$ cat src/rtl/pll_phase_ctrl_if.sv
// Request handshake and PLL phase-pin bundle for pll_phase_ctrl.
// The requester holds the master side; the controller holds the slave side.
interface pll_phase_ctrl_if #(
   parameter int STEP_W = 8
);
   logic              req_valid;
   logic              req_ready;
   logic [1:0]        req_sel;
   logic              req_dir;
   logic [STEP_W-1:0] req_steps;
   logic [1:0]        phasesel;
   logic              phasedir;
   logic              phasestep;
   logic              phaseloadreg;
   logic              busy;
   logic              done;
   logic              err;

   modport master (
      output req_valid, req_sel, req_dir, req_steps,
      input  req_ready, phasesel, phasedir, phasestep, phaseloadreg, busy, done, err
   );

   modport slave (
      input  req_valid, req_sel, req_dir, req_steps,
      output req_ready, phasesel, phasedir, phasestep, phaseloadreg, busy, done, err
   );
endinterface

$ cat src/rtl/pll_phase_ctrl.sv
// ECP5 EHXPLLL lock supervisor and dynamic phase-step sequencer.
// Runs in the reference-clock domain; pll_locked is synchronised before any use.
module pll_phase_ctrl #(
   parameter int STEP_W             = 8,
   parameter int SETUP_CYCLES       = 2,
   parameter int PULSE_CYCLES       = 4,
   parameter int HOLD_CYCLES        = 2,
   parameter int GAP_CYCLES         = 8,
   parameter int LOCK_STABLE_CYCLES = 1024
) (
   input  logic            i_clk,
   input  logic            i_resetn,
   input  logic            i_pll_locked,
   output logic            o_sys_resetn,
   pll_phase_ctrl_if.slave bus
);

   localparam int T_AB  = (SETUP_CYCLES > PULSE_CYCLES) ? SETUP_CYCLES : PULSE_CYCLES;
   localparam int T_CD  = (HOLD_CYCLES > GAP_CYCLES) ? HOLD_CYCLES : GAP_CYCLES;
   localparam int T_MAX = (T_AB > T_CD) ? T_AB : T_CD;
   localparam int CNT_W = (T_MAX > 1) ? $clog2(T_MAX) : 1;
   localparam int LK_W  = $clog2(LOCK_STABLE_CYCLES + 1);

   localparam logic [CNT_W-1:0] SETUP_LAST = CNT_W'(SETUP_CYCLES - 1);
   localparam logic [CNT_W-1:0] PULSE_LAST = CNT_W'(PULSE_CYCLES - 1);
   localparam logic [CNT_W-1:0] HOLD_LAST  = CNT_W'(HOLD_CYCLES - 1);
   localparam logic [CNT_W-1:0] GAP_LAST   = CNT_W'(GAP_CYCLES - 1);
   localparam logic [LK_W-1:0]  LK_FULL    = LK_W'(LOCK_STABLE_CYCLES);

   typedef enum logic [2:0] {
      S_IDLE, S_SETUP, S_PULSE, S_HOLD, S_GAP, S_DONE
   } state_t;

   state_t            r_state, w_state_nxt;
   logic [CNT_W-1:0]  r_tcnt, w_tcnt_nxt;
   logic [STEP_W-1:0] r_remain, w_remain_nxt;
   logic              r_lk_p0, r_lk_p1;
   logic [LK_W-1:0]   r_stable;
   logic              r_sys_resetn;
   logic [1:0]        r_phasesel;
   logic              r_phasedir;
   logic              r_phasestep;
   logic              r_err;
   logic              w_lk;
   logic              w_req_ready;
   logic              w_accept;
   logic              w_abort;

   assign w_lk        = r_lk_p1;
   assign w_req_ready = (r_state == S_IDLE) & r_sys_resetn;
   assign w_accept    = bus.req_valid & w_req_ready;

   // Lock synchroniser and stability window; any low lk cycle restarts the window
   always_ff @(posedge i_clk or negedge i_resetn) begin
      if (!i_resetn) begin
         r_lk_p0      <= 1'b0;
         r_lk_p1      <= 1'b0;
         r_stable     <= '0;
         r_sys_resetn <= 1'b0;
      end else begin
         r_lk_p0 <= i_pll_locked;
         r_lk_p1 <= r_lk_p0;
         if (!w_lk)
            r_stable <= '0;
         else if (r_stable != LK_FULL)
            r_stable <= r_stable + LK_W'(1);
         r_sys_resetn <= w_lk & (r_stable == LK_FULL);
      end
   end

   always_comb begin
      w_state_nxt  = r_state;
      w_tcnt_nxt   = r_tcnt;
      w_remain_nxt = r_remain;
      w_abort      = 1'b0;
      if (!w_lk && (r_state != S_IDLE) && (r_state != S_DONE)) begin
         w_abort      = 1'b1;
         w_state_nxt  = S_IDLE;
         w_tcnt_nxt   = '0;
         w_remain_nxt = '0;
      end else begin
         case (r_state)
            S_IDLE: begin
               if (w_accept) begin
                  w_remain_nxt = bus.req_steps;
                  w_tcnt_nxt   = '0;
                  w_state_nxt  = (bus.req_steps == '0) ? S_DONE : S_SETUP;
               end
            end
            S_SETUP: begin
               if (r_tcnt == SETUP_LAST) begin
                  w_tcnt_nxt  = '0;
                  w_state_nxt = S_PULSE;
               end else begin
                  w_tcnt_nxt = r_tcnt + CNT_W'(1);
               end
            end
            S_PULSE: begin
               if (r_tcnt == PULSE_LAST) begin
                  w_tcnt_nxt  = '0;
                  w_state_nxt = S_HOLD;
                  if (r_remain != '0)
                     w_remain_nxt = r_remain - STEP_W'(1);
               end else begin
                  w_tcnt_nxt = r_tcnt + CNT_W'(1);
               end
            end
            S_HOLD: begin
               if (r_tcnt == HOLD_LAST) begin
                  w_tcnt_nxt  = '0;
                  w_state_nxt = (r_remain == '0) ? S_DONE : S_GAP;
               end else begin
                  w_tcnt_nxt = r_tcnt + CNT_W'(1);
               end
            end
            S_GAP: begin
               if (r_tcnt == GAP_LAST) begin
                  w_tcnt_nxt  = '0;
                  w_state_nxt = S_PULSE;
               end else begin
                  w_tcnt_nxt = r_tcnt + CNT_W'(1);
               end
            end
            S_DONE: begin
               w_tcnt_nxt  = '0;
               w_state_nxt = S_IDLE;
            end
            default: begin
               w_tcnt_nxt  = '0;
               w_state_nxt = S_IDLE;
            end
         endcase
      end
   end

   // phasestep follows the next state so the pin itself is a flop output
   always_ff @(posedge i_clk or negedge i_resetn) begin
      if (!i_resetn) begin
         r_state     <= S_IDLE;
         r_tcnt      <= '0;
         r_remain    <= '0;
         r_phasesel  <= 2'd0;
         r_phasedir  <= 1'b1;
         r_phasestep <= 1'b1;
         r_err       <= 1'b0;
      end else begin
         r_state     <= w_state_nxt;
         r_tcnt      <= w_tcnt_nxt;
         r_remain    <= w_remain_nxt;
         r_phasestep <= (w_state_nxt != S_PULSE);
         r_err       <= w_abort;
         if (w_accept) begin
            r_phasesel <= bus.req_sel;
            r_phasedir <= bus.req_dir;
         end
      end
   end

   assign o_sys_resetn     = r_sys_resetn;
   assign bus.req_ready    = w_req_ready;
   assign bus.phasesel     = r_phasesel;
   assign bus.phasedir     = r_phasedir;
   assign bus.phasestep    = r_phasestep;
   assign bus.phaseloadreg = 1'b1;
   assign bus.busy         = (r_state != S_IDLE);
   assign bus.done         = (r_state == S_DONE);
   assign bus.err          = r_err;

endmodule

$ cat src/flat_wrapper.sv
// flat-port wrapper written by rule: the top's interface ports become plain ports
module pll_phase_ctrl_flat 
#(
   parameter int STEP_W             = 8,
   parameter int SETUP_CYCLES       = 2,
   parameter int PULSE_CYCLES       = 4,
   parameter int HOLD_CYCLES        = 2,
   parameter int GAP_CYCLES         = 8,
   parameter int LOCK_STABLE_CYCLES = 1024
)
  (i_clk, i_resetn, i_pll_locked, o_sys_resetn, bus_req_valid, bus_req_sel, bus_req_dir, bus_req_steps, bus_req_ready, bus_phasesel, bus_phasedir, bus_phasestep, bus_phaseloadreg, bus_busy, bus_done, bus_err);
  pll_phase_ctrl_if #(.STEP_W(STEP_W)) bus_i ();
  input  logic i_clk;
  input  logic i_resetn;
  input  logic i_pll_locked;
  output logic o_sys_resetn;
  input wire logic [$bits(bus_i.req_valid)-1:0] bus_req_valid;
  input wire logic [$bits(bus_i.req_sel)-1:0] bus_req_sel;
  input wire logic [$bits(bus_i.req_dir)-1:0] bus_req_dir;
  input wire logic [$bits(bus_i.req_steps)-1:0] bus_req_steps;
  output wire logic [$bits(bus_i.req_ready)-1:0] bus_req_ready;
  output wire logic [$bits(bus_i.phasesel)-1:0] bus_phasesel;
  output wire logic [$bits(bus_i.phasedir)-1:0] bus_phasedir;
  output wire logic [$bits(bus_i.phasestep)-1:0] bus_phasestep;
  output wire logic [$bits(bus_i.phaseloadreg)-1:0] bus_phaseloadreg;
  output wire logic [$bits(bus_i.busy)-1:0] bus_busy;
  output wire logic [$bits(bus_i.done)-1:0] bus_done;
  output wire logic [$bits(bus_i.err)-1:0] bus_err;
  assign bus_i.req_valid = bus_req_valid;
  assign bus_i.req_sel = bus_req_sel;
  assign bus_i.req_dir = bus_req_dir;
  assign bus_i.req_steps = bus_req_steps;
  assign bus_req_ready = bus_i.req_ready;
  assign bus_phasesel = bus_i.phasesel;
  assign bus_phasedir = bus_i.phasedir;
  assign bus_phasestep = bus_i.phasestep;
  assign bus_phaseloadreg = bus_i.phaseloadreg;
  assign bus_busy = bus_i.busy;
  assign bus_done = bus_i.done;
  assign bus_err = bus_i.err;
  pll_phase_ctrl #(.STEP_W(STEP_W), .SETUP_CYCLES(SETUP_CYCLES), .PULSE_CYCLES(PULSE_CYCLES), .HOLD_CYCLES(HOLD_CYCLES), .GAP_CYCLES(GAP_CYCLES), .LOCK_STABLE_CYCLES(LOCK_STABLE_CYCLES)) u_core (.i_clk(i_clk), .i_resetn(i_resetn), .i_pll_locked(i_pll_locked), .o_sys_resetn(o_sys_resetn), .bus(bus_i));
endmodule
$ cat config.mk
export PLATFORM = sky130hd
export DESIGN_NAME = pll_phase_ctrl_flat
export DESIGN_NICKNAME = d
export VERILOG_FILES = /design/src/rtl/pll_phase_ctrl_if.sv /design/src/rtl/pll_phase_ctrl.sv /design/src/flat_wrapper.sv
export SDC_FILE = /design/constraint.sdc
export NUM_CORES = 1
export LEC_CHECK = 0
export CAP_MARGIN = 20
export CORE_UTILIZATION = 60
export CTS_BUF_LIST = sky130_fd_sc_hd__clkbuf_8
export CTS_CLUSTER_DIAMETER = 30
export CTS_CLUSTER_SIZE = 28
export DETAILED_ROUTE_END_ITERATION = 6
export HOLD_SLACK_MARGIN = 0.12
export PLACE_DENSITY_LB_ADDON = 0.08
export SYNTH_ARGS = -nofsm -noshare
export SYNTH_HDL_FRONTEND = slang
export SYNTH_SLANG_ARGS = --single-unit
$ cat constraint.sdc
create_clock -name i_clk -period 4.9 [get_ports i_clk]
set_input_delay 1.47 -clock i_clk [delete_from_list [all_inputs] [get_ports i_clk]]
set_output_delay 1.47 -clock i_clk [all_outputs]
set_load 0.005 [all_outputs]
### Word level (Yosys, flattened, before mapping)

Cells that the tools add are included.

* flip-flop bits (word level): 33
* latch bits: 0
* memory bits (writable): 0
* bits in read-only memories: 0
* bits of input ports: 15
* output and inout port bits: 10
* word-level logic and storage cells: 67
* memories kept: 0

* add/subtract/negate cells: 3
* multiply operators: 0
* div/mod/pow operators: 0
* $lt $le $gt $ge: 0
* equal/unequal tests: 16
* shift-type cells: 0
* multiplexer cells: 23
* bitwise operators: 3
* reductions and logical operators: 11

Operator list (count)
* 3-bit two-way mux: 12
* 8-bit two-way mux: 4
* 11-bit two-way mux: 2
* 8-bit zero test: 2
* 8-bit case mux with 2 select lines: 1
* 3-bit case mux with 5 select lines: 1
* 3-bit case mux with 4 select lines: 1
* 11-bit by 1-bit adder with 11-bit output (second input constant): 1
* 11-bit equality test (second input constant): 1
* 11-bit inequality test (second input constant): 1
* 3-bit by 2-bit equality test with 1-bit output (second input constant): 3
* 3-bit equality test (second input constant): 3
* 8-bit nonzero test: 1
* 8-bit by 1-bit subtractor with 8-bit output (second input constant): 1
* 3-bit by 1-bit equality test with 1-bit output (second input constant): 2
* 3-bit by 1-bit inequality test with 1-bit output (second input constant): 2
* 3-bit by 2-bit inequality test with 1-bit output (second input constant): 2
* 3-bit nonzero test: 2
* 4-bit AND reduction: 1
* 3-bit by 1-bit adder with 3-bit output (second input constant): 1
* 1-bit bitwise AND: 3
* 3-bit zero test: 1
* 3-bit inequality test (second input constant): 1
* 1-bit logical AND: 2
* other kinds (4): 5

### Depth between registers and ports, before layout

* word-level depth: 7
* mapped depth: 7
* gate-level depth less buffers: 7

### Worst setup path before layout

OpenSTA, ideal clock, no wires.

* path type: in2reg
* from: input bus_req_valid
* to: register u_core.r_remain[1]
* setup time: 65 ps
* arrival: 2293 ps
* required time: 4835 ps
* path slack: 2542 ps
* cell stages on the path: 4
* path buffers: 0
* cell sequence: a21oi_1 > a31o_2 > a2111oi_0 > a21o_1

* longest elaborated chain between the ends: 3

RTL lines
* start: declaration: RTL line flat_wrapper.sv:17 `input wire logic [$bits(bus_i.req_valid)-1:0] bus_req_valid;`
* 1-bit bitwise AND: RTL line pll_phase_ctrl.sv:51 `assign w_accept = bus.req_valid & w_req_ready;`
* 3-bit by 2-bit inequality test with 1-bit output (no line)
* 4-bit AND reduction (no line)
* end signal: assignment: RTL line pll_phase_ctrl.sv:149 `r_remain <= w_remain_nxt;`
* end: declaration: RTL line pll_phase_ctrl.sv:36 `logic [STEP_W-1:0] r_remain, w_remain_nxt;`

Every way passes these cells.
A chain may end at the register's enable or synchronous reset.

### Worst setup path after layout

* from: register u_core.r_state[1]
* to: output bus_req_ready

* longest elaborated chain between the ends: 2

RTL lines
* start: declaration: RTL line pll_phase_ctrl.sv:34 `state_t r_state, w_state_nxt;`
* start signal: assignment: RTL line pll_phase_ctrl.sv:147 `r_state <= w_state_nxt;`
* 3-bit zero test: RTL line pll_phase_ctrl.sv:50 `assign w_req_ready = (r_state == S_IDLE) & r_sys_resetn;`
* 1-bit bitwise AND: RTL line pll_phase_ctrl.sv:50
* end: declaration: RTL line flat_wrapper.sv:21 `output wire logic [$bits(bus_i.req_ready)-1:0] bus_req_ready;`

Every way passes these cells.

==> impl_metrics.json <==
{
  "status": "finished, violations left",
  "violations": "design-rule violations",
  "viasPerCell": 6.32,
  "antenna_found_initial": 0,
  "finalCritPeriodShare": 0.687,
  "clock_skew_ps": 4.03,
  "synth_top_area_share": 0.417,
  "detailed_place_hpwl_mm": 3.02,
  "finalNonFillerCells": 265,
  "synth_top_family_by_area": "simple AND/OR/NAND/NOR gates",
  "ys_ff_latch": 33,
  "placed_cells": 257,
  "max-clock-path-buffers": 2,
  "ys_seq_area_frac": 0.445,
  "groute.usage.overall": 0.273,
  "synth-main-ff-cell": "dfrtp_1",
  "holdWs_ps": 349,
  "crit_type": "flip-flop to output port",
  "n_antenna_cell": 0,
  "syn_nets": 232,
  "synthCells": 208,
  "start_util": 0.652,
  "cts_root_buffer": "clkbuf_8",
  "endpoint_kind": "output port",
  "synth_area_per_cell_sq_um": 8.94,
  "hp-class": "flip-flop to flip-flop",
  "synth_cell_types": 40,
  "setup_viol": 0,
  "pre_cts_ws_ps": 1840,
  "ys_warn_count": 0,
  "grt_max_degree": 34,
  "fin_util": 0.775,
  "rsz0062_at_grt": "no",
  "hold_viol": 0,
  "wl_mm": 4.11,
  "synth_xor_area_frac": 0.0424,
  "boundaryPins": 25,
  "routedWlPerCell_microns": 15.5,
  "grt_overflow": 0,
  "drc": 3,
  "drive_above_1_share": 0.0812,
  "synth_edf_count": 0,
  "coreArea_sq_um": 2850,
  "synthAdderAreaFrac": 0.0605,
  "drtIter0Drc": 184,
  "grt_first_pass_wirelength_mm": 6.76,
  "clk_pin_slew_ps": 60,
  "worstMarginPinSlew_ps": 511,
  "fin_crit_ps": 3360,
  "dieArea_sq_um": 3330,
  "worstPathArrival_ps": 1890,
  "critPathMaxFanout": 16,
  "netlist_area_sq_um": 1860,
  "async_reset_ff_frac": 1.00,
  "powerDensity_nw_per_um2": 239,
  "synth.area.top_cells": "dfrtp_1 42%, ha_1 6.1%, nor2_1 5.0%",
  "critPathLaunchType": "flip-flop",
  "post_cts_buffers": 0,
  "die_h_microns": 57.7,
  "p_leak_nw": 0.975,
  "setup_tns_ps": 0,
  "required_ps": 3430,
  "ant_nets": 0,
  "vias": 1675,
  "place_congestion": 0.909,
  "cts_hold_buf": 0,
  "io_buffers": 23,
  "synth_top_area_cell": "dfrtp_1",
  "cts_tree": "yes",
  "setup_ws_ps": 1540,
  "drv_slew": 0,
  "dr.pass1.iters": 7,
  "relSlewSlack": 0.657,
  "nets": 257,
  "synth-compound-area-share": 0.156,
  "cap_violations": 0,
  "cts.sinks": 33,
  "first_global_vias": 1540,
  "post_cts_resized": 0,
  "syn_to_final_growth_pct": 18.9,
  "synth-simple-area-share": 0.239,
  "synthMuxAreaShare": 0.0182,
  "ir_worst_vdd_mv": 0.201,
  "rows": 19,
  "cts_buffers": 5,
  "die-width_microns": 57.7,
  "fmaxAchievable_mhz": 297,
  "htreeDepth": 2,
  "clkLatencyLatePin_ps": 280
}
[placed cells by master, fill, tap and decap left out, types with 4 or more instances in the layout]
cell type and instances:
clkdlybuf4s50_1 23, nand3_1 7, nand2_1 15, nor4_1 7
clkbuf_8 7, o21ai_0 16, ha_1 9, nor3_1 6
inv_1 11, o21ai_1 6, or3_1 5, dfrtp_1 31
a21oi_1 14, xor2_1 8, a31oi_1 4, nor2_1 25
[path summary, 6_finish.rpt]
path	startpoint	end	slack, ps	depth (start not counted)
min in group asynchronous	i_resetn	u_core.r_state[0]	1590	2
hold reg to reg	u_core.r_lk_p0	u_core.r_lk_p1	350	0
setup reg to reg	u_core.r_state[1]	u_core.r_remain[1]	2820	5
max in group asynchronous	i_resetn	u_core.bus.phasedir	2980	2
setup / recovery	u_core.r_state[1]	bus_req_ready	1540	3
hold / removal	u_core.r_lk_p0	u_core.r_lk_p1	350	0
[area by class of cell]
type                            count  area (sq um)
Multi-Input combinational cell    158           965
Sequential cell                    33           828
Fill cell                         202           641
Timing Repair Buffer               24           238
Clock buffer                        7          96.3
Inverter                           11          41.3
Tap cell                           31          38.8
Clock inverter                      1          5.00
[Yosys cell counts, drive strengths merged (2+ instances only)]
| cell type | count |
|---|---|
| dfrtp | 31 |
| nor2 | 25 |
| o21ai | 23 |
| nand2 | 15 |
| a21oi | 14 |
| inv | 11 |
| ha | 9 |
| xor2 | 8 |
| nand3 | 7 |
| nor4 | 7 |
| nor3 | 6 |
| clkbuf | 5 |
| or3 | 5 |
| a31oi | 4 |
| nor3b | 4 |
| and3 | 3 |
| mux2 | 3 |
| nand2b | 3 |
| nand4 | 3 |
| o22ai | 3 |
| and2 | 2 |
| dfstp | 2 |
[metal layers]
metal,part of all wire,routed length (microns),global-route usage,vias up
li1,-,-,-,789
met1,0.43,1770,0.347,803
met2,0.49,2020,0.460,74
met3,0.059,243,0.0670,9
met4,0.019,78,0.0918,0
met5,0,0,0,-
[flip-flops by register name (all words and copies together), names as in the netlist]
| register | flops |
|---|---|
| u_core.r_stable | 11 |
| u_core.r_remain | 8 |
| u_core.r_state | 3 |
| u_core.r_tcnt | 3 |
| u_core.bus.phasesel | 2 |
| u_core.bus.err | 1 |
| u_core.bus.phasedir | 1 |
| u_core.bus.phasestep | 1 |
| u_core.o_sys_resetn | 1 |
| u_core.r_lk_p0 | 1 |
| u_core.r_lk_p1 | 1 |
[worst max-delay path: stages (launching register included)]
cell and delay (ps):
dfrtp_1 550, nor3_1 360, and2_1 190, clkdlybuf4s50_1 510
[where the power goes]
part           switching (mW)  internal [mW]
logic                  0.0148         0.0155
registers             0.00364          0.275
clock network          0.0930          0.127
[cells by family after synthesis]
group	Yosys count
simple gates	85
compound gates	51
flops	33
buf+inv	17
fa+ha+maj	9
xor+xnor	9
mux	3
other cells	1
[per-stage QoR]
stage,power (mW),instance area (sq um)
2_1_floorplan,0.294,1860
3_3_place_gp,0.313,2110
3_5_place_dp,0.314,2110
4_1_cts,0.536,2210
5_1_grt,0.555,2210
6_report,0.529,2210
Note: power is estimated with default switching activity, not from simulation.
